<file path="config.mk">
export PLATFORM = sky130hd
export DESIGN_NAME = lane_rr_scheduler
export DESIGN_NICKNAME = d
export VERILOG_FILES = /design/src/rtl/lane_rr_scheduler_pkg.sv /design/src/rtl/lane_mux16.sv /design/src/rtl/rr_pick16.sv /design/src/rtl/lane_rr_scheduler.sv
export SDC_FILE = /design/constraint.sdc
export NUM_CORES = 1
export LEC_CHECK = 0
export ABC_AREA = 1
export BUFFER_PORTS_ARGS = -buffer_cell sky130_fd_sc_hd__clkbuf_2
export CAP_MARGIN = 5
export CORE_ASPECT_RATIO = 1.75
export CORE_MARGIN = 5
export CORE_UTILIZATION = 51
export DETAILED_ROUTE_END_ITERATION = 10
export PLACE_DENSITY = 0.75
export SLEW_MARGIN = 0
export SYNTH_ARGS = -nofsm -noshare
export SYNTH_HDL_FRONTEND = slang
export SYNTH_HIERARCHICAL = 1
export SYNTH_SLANG_ARGS = --single-unit
</file>
<file path="constraint.sdc">
create_clock -name clk -period 3.6 [get_ports clk]
set_input_delay 0.18 -clock clk [delete_from_list [all_inputs] [get_ports clk]]
set_output_delay 0.18 -clock clk [all_outputs]
set_load 0.005 [all_outputs]
</file>
<file path="src/rtl/lane_rr_scheduler_pkg.sv">
// lane_rr_scheduler_pkg: shared lane constants and scheduler state encoding
package lane_rr_scheduler_pkg;
  localparam int NUM_LANES = 16;
  localparam int SEL_W = 4;
  typedef enum logic {ST_IDLE = 1'b0, ST_SERVE = 1'b1} state_t;
endpackage

</file>
<file path="src/rtl/lane_mux16.sv">
// lane_mux16: 16:1 bit-select lane datapath mux
module lane_mux16
  import lane_rr_scheduler_pkg::*;
(
  input  logic [NUM_LANES-1:0] data,
  input  logic [SEL_W-1:0]     sel,
  output logic                 y
);
  assign y = data[sel];
endmodule

</file>
<file path="src/rtl/rr_pick16.sv">
// rr_pick16: first requester at or after ptr, searching upward modulo 16
module rr_pick16
  import lane_rr_scheduler_pkg::*;
(
  input  logic [SEL_W-1:0]     ptr,
  input  logic [NUM_LANES-1:0] req,
  output logic [SEL_W-1:0]     winner,
  output logic                 any
);
  logic [NUM_LANES-1:0] rot;
  logic [SEL_W-1:0]     off;
  always_comb begin
    rot = NUM_LANES'({req, req} >> ptr);
    off = '0;
    for (int i = NUM_LANES - 1; i >= 0; i--) if (rot[i]) off = SEL_W'(i);
    winner = ptr + off;
    any = |req;
  end
endmodule

</file>
<file path="src/rtl/lane_rr_scheduler.sv">
// lane_rr_scheduler: round-robin select controller for a shared 16:1 lane mux
module lane_rr_scheduler
  import lane_rr_scheduler_pkg::*;
#(
  parameter int HOLD_CYCLES = 4
) (
  input  logic                 clk,
  input  logic                 rst,
  input  logic                 en,
  input  logic [NUM_LANES-1:0] req,
  input  logic [NUM_LANES-1:0] lane_data,
  output logic [SEL_W-1:0]     sel,
  output logic [NUM_LANES-1:0] grant,
  output logic                 busy,
  output logic                 out,
  output logic                 out_valid
);
  state_t               state, state_n;
  logic [SEL_W-1:0]     ptr, ptr_n, sel_n, pick_ptr, winner, sel_inc;
  logic [NUM_LANES-1:0] grant_n;
  logic [3:0]           cnt, cnt_n;
  logic                 any, slot_end, mux_y;
  assign sel_inc  = sel + SEL_W'(1);
  assign slot_end = (state == ST_SERVE) && (cnt == 4'(HOLD_CYCLES - 1) || !req[sel] || !en);
  // In SERVE the arbiter only matters at slot end, so it can always look from sel+1
  assign pick_ptr = (state == ST_SERVE) ? sel_inc : ptr;
  rr_pick16 u_pick (.ptr(pick_ptr), .req(req), .winner(winner), .any(any));
  lane_mux16 u_mux (.data(lane_data), .sel(sel), .y(mux_y));
  always_comb begin
    state_n = state;
    sel_n   = sel;
    grant_n = grant;
    cnt_n   = cnt + 4'd1;
    ptr_n   = ptr;
    if (state == ST_IDLE) begin
      grant_n = '0;
      cnt_n   = '0;
    end else if (slot_end) begin
      ptr_n   = sel_inc;
      state_n = ST_IDLE;
      grant_n = '0;
    end
    if ((state == ST_IDLE || slot_end) && en && any) begin
      state_n = ST_SERVE;
      sel_n   = winner;
      grant_n = NUM_LANES'(1) << winner;
      cnt_n   = '0;
    end
  end
  always_ff @(posedge clk or posedge rst) begin
    if (rst) begin
      state     <= ST_IDLE;
      sel       <= '0;
      grant     <= '0;
      cnt       <= '0;
      ptr       <= '0;
      out       <= 1'b0;
      out_valid <= 1'b0;
    end else begin
      state     <= state_n;
      sel       <= sel_n;
      grant     <= grant_n;
      cnt       <= cnt_n;
      ptr       <= ptr_n;
      out       <= busy ? mux_y : out;
      out_valid <= busy;
    end
  end
  assign busy = (state == ST_SERVE);
endmodule

</file>
==> results of run 1 <==
Yosys cell counts, types with 2 or more instances:
library cell | number | share of area
sky130_fd_sc_hd__and2_1 | 2 | 0.0040
sky130_fd_sc_hd__nor2_1 | 30 | 0.036
sky130_fd_sc_hd__inv_8 | 2 | 0.0073
sky130_fd_sc_hd__a21oi_1 | 5 | 0.0081
sky130_fd_sc_hd__or2_2 | 2 | 0.0040
sky130_fd_sc_hd__nand3_2 | 15 | 0.048
sky130_fd_sc_hd__buf_4 | 4 | 0.0097
sky130_fd_sc_hd__xnor2_1 | 2 | 0.0056
sky130_fd_sc_hd__nor4_1 | 4 | 0.0081
sky130_fd_sc_hd__buf_1 | 2 | 0.0024
sky130_fd_sc_hd__o21ai_2 | 2 | 0.0056
sky130_fd_sc_hd__inv_1 | 40 | 0.048
sky130_fd_sc_hd__buf_6 | 5 | 0.018
sky130_fd_sc_hd__inv_2 | 6 | 0.0073
sky130_fd_sc_hd__nand2_2 | 11 | 0.022
sky130_fd_sc_hd__buf_2 | 8 | 0.013
sky130_fd_sc_hd__dfrtp_1 | 31 | 0.25
sky130_fd_sc_hd__o21ai_0 | 14 | 0.023
sky130_fd_sc_hd__nand2_4 | 6 | 0.022
sky130_fd_sc_hd__o21ai_1 | 4 | 0.0065
sky130_fd_sc_hd__nand2_1 | 176 | 0.21
sky130_fd_sc_hd__nand3_1 | 104 | 0.17
sky130_fd_sc_hd__xor2_1 | 5 | 0.014
sky130_fd_sc_hd__ha_1 | 5 | 0.020
logic make-up (layout without fill, tap and decap cells):
family                     Yosys count  in the layout  share of synthesized area
DFF                                 31             31                      0.250
adders and majority gates            6              6                     0.0266
and+or+nand+nor                    352            352                      0.530
buffers and inverters               71            186                      0.117
AOI/OAI and AO/OA                   30             30                     0.0565
xor gates and xnor gates             7              7                     0.0198
worst max-delay path, delay by kind of cell, from the launching register on:
kind	cells	cell delay, ns
simple gates	21	1.40
compound gates	2	0.14
fa+ha+maj	3	1.15
buf+inv	4	0.65
flops	1	0.42
sequential cells by signal, summed over array words and instances, names as in the netlist:
name,count
grant,16
cnt,4
ptr,4
sel,4
busy,1
out,1
out_valid,1
stage by stage:
step / cells / area (um^2) / setup WS, ns / hold WS [ns] / TNS (ns)
after floorplan: 497 / 3110 / 0.0273 / 0.283 / 0
after global routing: 690 / 4460 / -0.457 / 0.180 / -8.44
after global placement: 647 / 3630 / -0.155 / 0.442 / -1.40
after detailed placement: 647 / 3630 / -0.216 / 0.445 / -2.73
after CTS: 679 / 4120 / -0.00352 / 0.156 / -0.00352
final: 690 / 4460 / -0.211 / 0.161 / -3.21
path summary, 6_finish.rpt:
kind,from,to,slack (ns),cells after the start
worst max-delay path,sel[0],grant[7],-0.21,30
worst min-delay path,en,busy,0.16,3
worst max register to register,sel[0],grant[7],-0.21,30
worst min register to register,ptr[1],ptr[1],0.48,2
max in group asynchronous,rst,sel[1],2.68,2
min in group asynchronous,rst,sel[2],0.17,2
metal layers:
layer  share of wire  track usage  vias up
met3           0.060       0.0616       78
met2            0.54        0.477      215
met4           0.064        0.189        0
met1            0.34        0.291     1817
met5               0            0        -
li1                -            -     1828
repair_timing:
action	4_1_cts	5_1_grt
setup endpoints to repair	18	24
gates resized for setup	52	61
setup buffers	21	11
cloned	3	0
pin swaps	16	29
cell type report:
type / count / share of cell area
sequential: 31 / 0.174
clock buffer: 5 / 0.0154
multi-input combinational: 395 / 0.529
tap: 78 / 0.0219
inverter: 50 / 0.0480
timing repair inverter: 1 / 0.00168
timing repair buffer: 127 / 0.206
clock inverter: 3 / 0.00337
==> impl_summary.md, run 1 <==
Status
The flow ran to the end, but the final reports show violations. The final reports fail on setup timing.

CTS
In this run the clock root is driven by a sky130_fd_sc_hd__clkbuf_8. TritonCTS built the clock tree. The total number of H-tree levels is 2.

The largest buffer count on any clock path is 2. The insertion delay of the later-clocked pin in the worst-skew pair is ~0.28 ns. The total CTS buffers is 5. After clock tree synthesis, the clock-pin slew on the worst setup and hold paths is around 0.060 ns. The clock sink count is 31.

Hold repair after CTS inserted 0 buffers.

Synthesis
The synthesized area is 3100 um^2. The average footprint of a synthesized cell is 6.24 um^2. Synthesis instantiated 36 different standard cells from the library. Counting flops and latches in the post-synthesis netlist gives 31. The most common flop cell mapped by yosys is sky130_fd_sc_hd__dfrtp_1. For this run, the register share of the synthesized area comes to 0.250. The number of nets handed over by synthesis was 538. Counting flops with an async set or reset pin after synthesis yields a share of 1.00. The count of warnings emitted by yosys is 6.

The synthesized design contains 0 enable-type register cells. After technology mapping, the gate count stands at 497.

GRT
The overflow left after global routing is 0. The first global-routing pass estimated around 17000 um of wire. The via count of the first global-routing pass is about 3800.

The total routing usage reported by global routing is 0.280. The number of antenna violations at the first check in global routing is 0. Entering global routing, the biggest net connects 32 pins.

STA
The slew at the pin with the worst max-slew slack is roughly 1.1 ns. In the finished design, the share of the clock period the worst path needs comes to 1.06. The number of hold violations in the final report was 0. The final max-slew violation count was 0. Measured against its own limit, the worst slew margin works out to 0.243. Setup repair after global routing could not meet its margin everywhere. The minimum setup slack in the final design is -0.211 ns. Setup violations remaining at the end of the flow were counted as 19.

The timing-limited maximum frequency is 262 MHz. The clock skew is a little over 0.005 ns. The final critical-path required period is 3.81 ns.

Placed design
Summed over all nets, the half-perimeter wirelength after detailed placement is 6970 um. The quantity of I/O buffers inserted on ports is 57. The congestion estimate from routability-driven global placement came to between 0.8 and 0.9.

Critical path
STA puts the critical path data required time at 3.82 ns. The most numerous cell type found on the critical path is sky130_fd_sc_hd__nand2_1. The worst setup path is launched from a flop.

The endpoint kind of the worst setup timing path is a flop. At the worst endpoint, the arrival time is 4.03 ns. The worst setup path is of the flop to flop kind. The peak fanout along the critical path is 7. For this run, the slowest stage of the critical path takes 0.65 ns. The slowest stage of the critical path belongs to the cell sky130_fd_sc_hd__fa_2.

Cells and area
The footprint of the flip-flops and latches is 777 um^2. The fraction of final layout cells with drive strength greater than 1 is 0.420. The final-layout fill cell count is 448. The area overhead of the layout relative to synthesis is 43.8%. The number of antenna diodes in the final layout is 0. The most frequent standard cell in the layout excluding fill and tap cells is sky130_fd_sc_hd__nand2_1.

In the final layout, the multi-input gates occupy 2360 um^2. The top cell types in the final layout, fill and taps aside, are sky130_fd_sc_hd__nand2_1 (158), sky130_fd_sc_hd__nand3_1 (78), sky130_fd_sc_hd__clkbuf_2 (57), sky130_fd_sc_hd__buf_4 (52). At the end of the flow, the number of nets in the layout was around 650.

The utilization of the core after routing is 0.753.

Floorplan
The die outline area is 7800 um^2. The floorplan has 37 rows. For this configuration, the core starts out at a cell density of 0.523. The number of ports placed on the die boundary is 58. The die outline width is between 60 and 70 um. The vertical die dimension is around 110 um. The area of the core is 5930 um^2.

Detailed routing
Dividing the detail-routed wire length by the instance count gives 16.0 um. In this run the remaining antenna-violating nets after routing total 0. After detailed routing, the number of vias per cell comes to approximately 5.7. After detailed routing, the number of remaining DRC violations is 0. The final layout contains routed wiring with a total length of about 11000 um. The via count is between 3000 and 4000.

The first detailed-routing pass took 5 iterations. For this block, the initial DRC count from the detailed router was 518.

Worst hold path
In this run the worst hold path is classified as input pin to flop.

Flow run
The count of max-cap constraint violations is 0.
Power of run 1 is not shown: default switching activity piles up to over one toggle a cycle in this logic, so the estimate is an artifact.
==> inputs of run 2 (changes only) <==
- RECOVER_POWER: unset -> 100
==> impl_summary.md, run 2 (synthesis gave the netlist of run 1 again) <==
Cells and area
The net count reported at finish was 652 (unchanged). Counting flops per register, the top entry is grant. The final antenna diode count was 0 (unchanged). In the layout the commonest cells are sky130_fd_sc_hd__nand2_1 (158), sky130_fd_sc_hd__nand3_1 (78), sky130_fd_sc_hd__buf_4 (48), sky130_fd_sc_hd__clkbuf_2 (43). The library cell used most frequently in the layout, excluding fill and tap cells, is sky130_fd_sc_hd__nand2_1. The post-route standard cell area excluding fillers is 4430 um^2 (-0.73%). The flip-flop count of the largest register after layout is 16 (unchanged).

The fraction of final layout cells with drive strength greater than 1 is 0.391 (-0.0294). The utilization of the core after routing came to 0.747 (-0.00549). From synthesis to final layout, the design area changed by 42.8%.

The final-layout fill cell count is 460 (+2.7%).

STA
The final max-slew violation count is 0 (unchanged). The final critical-path required period is 3.81 ns (+0.00335 ns). The number of hold violations in the final report is 0 (unchanged). The worst slew margin relative to its limit is 0.242 (-0.00132).

The slew at the pin with the worst max-slew slack was 1.14 ns (+0.00198 ns). The worst hold slack was 0.162 ns (+0.000519 ns). The minimum setup slack in the final design is -0.214 ns (-0.00335 ns). The final-report setup violation count is 22 (+3). The clock skew came to 0.00500 ns (-0.000184 ns). Setup repair after global routing could not meet its margin everywhere. The timing-limited maximum frequency was 262 MHz (about the same). The part of the cycle the worst path needs is 1.06 (about the same).

Critical path
The worst reg2reg path depth is 31 (+3.3%). The reg2reg setup slack is -0.21 ns (about the same). The startpoint identified for the worst register-to-register timing path is sel[0]. The endpoint of the worst-slack reg-to-reg timing path is grant[1]. The worst setup path is launched from a flop. The biggest cell delay along the critical path was 0.42 ns (-0.23 ns). The arrival time of the worst setup path is 3.98 ns (-0.05 ns). The critical path required time is 3.76 ns (-0.06 ns). In this run the worst setup path terminates at grant[1]. The critical path class is flop to flop. By instance count, the cell type seen most on the critical path is sky130_fd_sc_hd__nand2_1. The standard cell with the maximum stage delay on the critical path is sky130_fd_sc_hd__dfrtp_1. The peak fanout along the critical path is 7 (unchanged).

The endpoint kind of the worst setup timing path is a flop. The beginning of the critical path is sel[0].

GRT
The maximum number of pins on one net before global-route repair came to 32 (unchanged). The via count of the first global-routing pass was 3798 (unchanged). The total routing usage reported by global routing is 0.280 (unchanged).

The overflow left after global routing is 0 (unchanged). The number of antenna violations at the first check in global routing is 0 (unchanged). The wire length of the first global-routing pass is 17000 um (unchanged).

CTS
The TritonCTS clock tree is yes. The largest buffer count on any clock path is 2 (unchanged). The clock sink count is 31 (unchanged). The clock-pin slew on the worst setup and hold paths was 0.06 ns (about the same). The total number of H-tree levels was 2 (unchanged). The master cell of the clock root buffer is sky130_fd_sc_hd__clkbuf_8. The total CTS buffers came to 5 (unchanged).

The insertion delay of the later-clocked pin in the worst-skew pair came to 0.28 ns (about the same).

Detailed routing
The number of vias per cell after detailed routing came to 5.72 (+0.28%). The length of the first detailed-routing pass in iterations is 5 (unchanged). The first-iteration detailed-routing DRC count came to 543 (+4.8%). The number of remaining DRC errors is 0 (unchanged). The final antenna-violating net count is 0 (unchanged). The total wirelength of the detailed-routed design was 11100 um (+0.65%). The post-detailed-route wirelength per cell was 16.1 um (+0.65%). The via count came to 3949 (+0.28%).

Status
The run finished, with violations left. The final reports fail on setup timing.

Floorplan
The die outline width is 69.0 um (unchanged). The number of ports placed on the die boundary was 58 (unchanged). The die outline area was 7800 um^2 (unchanged).

The vertical die dimension was 113 um (unchanged). The starting density of the core is 0.523 (unchanged). The number of standard-cell rows in the floorplan is 37 (unchanged). The area of the core came to 5930 um^2 (unchanged).

Placed design
The area of placed instances is 3630 um^2 (unchanged). The pre-CTS setup slack came to -0.216 ns (unchanged). The weighted congestion reported at the end of routability-driven placement is 0.882 (unchanged). The post-DP HPWL was 6970 um (unchanged).

The quantity of I/O buffers inserted on ports was 57 (unchanged).

Worst hold path
The worst hold path belongs to the class input pin to flop.

Flow run
The count of max-cap constraint violations is 0 (unchanged).
==> run 2: timing repair <==
item                       CTS  global route
hold buffers                 0             0
setup endpoints to repair   18            24
setup buffers               21            11
gates cloned                 3             0
resized for setup           52            61
pin swaps                   16            29
==> run 2: cell type report <==
cell class                      count  area [um^2]  share of cell area
Sequential cell                    31          777               0.175
Clock buffer                        5         68.8              0.0155
Multi-Input combinational cell    395         2360               0.533
Clock inverter                      3         15.0             0.00339
Timing Repair Buffer              127          888               0.201
Timing Repair inverter              1         7.51             0.00170
Inverter                           50          214              0.0483
Tap cell                           78         97.6              0.0220
==> run 2: worst min path at each step <==
stage / start / endpoint / slack, ns / depth (start not counted)
global route: en / busy / 0.18 / 3
global placement: en / busy / 0.44 / 3
detailed placement: en / busy / 0.45 / 3
floorplan: rst / busy / 0.28 / 1
finish: en / busy / 0.16 / 3
CTS: en / busy / 0.16 / 3
==> run 2: worst max-delay path, delay by kind of cell, from the launching register on <==
family          cells  cell delay, ns
compound gates      2            0.14
flops               1            0.42
simple gates       21            1.32
fa+ha+maj           3            0.88
buf+inv             4            0.65
xor+xnor            1            0.31
==> run 2: metrics by stage <==
step / cells / TNS [ns]
floorplan: 497 / 0
global placement: 647 / -1.40
detailed placement: 647 / -2.73
CTS: 679 / -0.00352
global route: 690 / -8.97
finish: 690 / -3.42
==> run 2: routing by layer <==
layer / vias to the layer above / wire (um) / GRT usage
li1: 1829 / - / -
met1: 1826 / 3750 / 0.291
met2: 221 / 5960 / 0.477
met3: 73 / 706 / 0.0616
met4: 0 / 699 / 0.189
met5: - / 0 / 0
Power of run 2 is left out for the same reason.
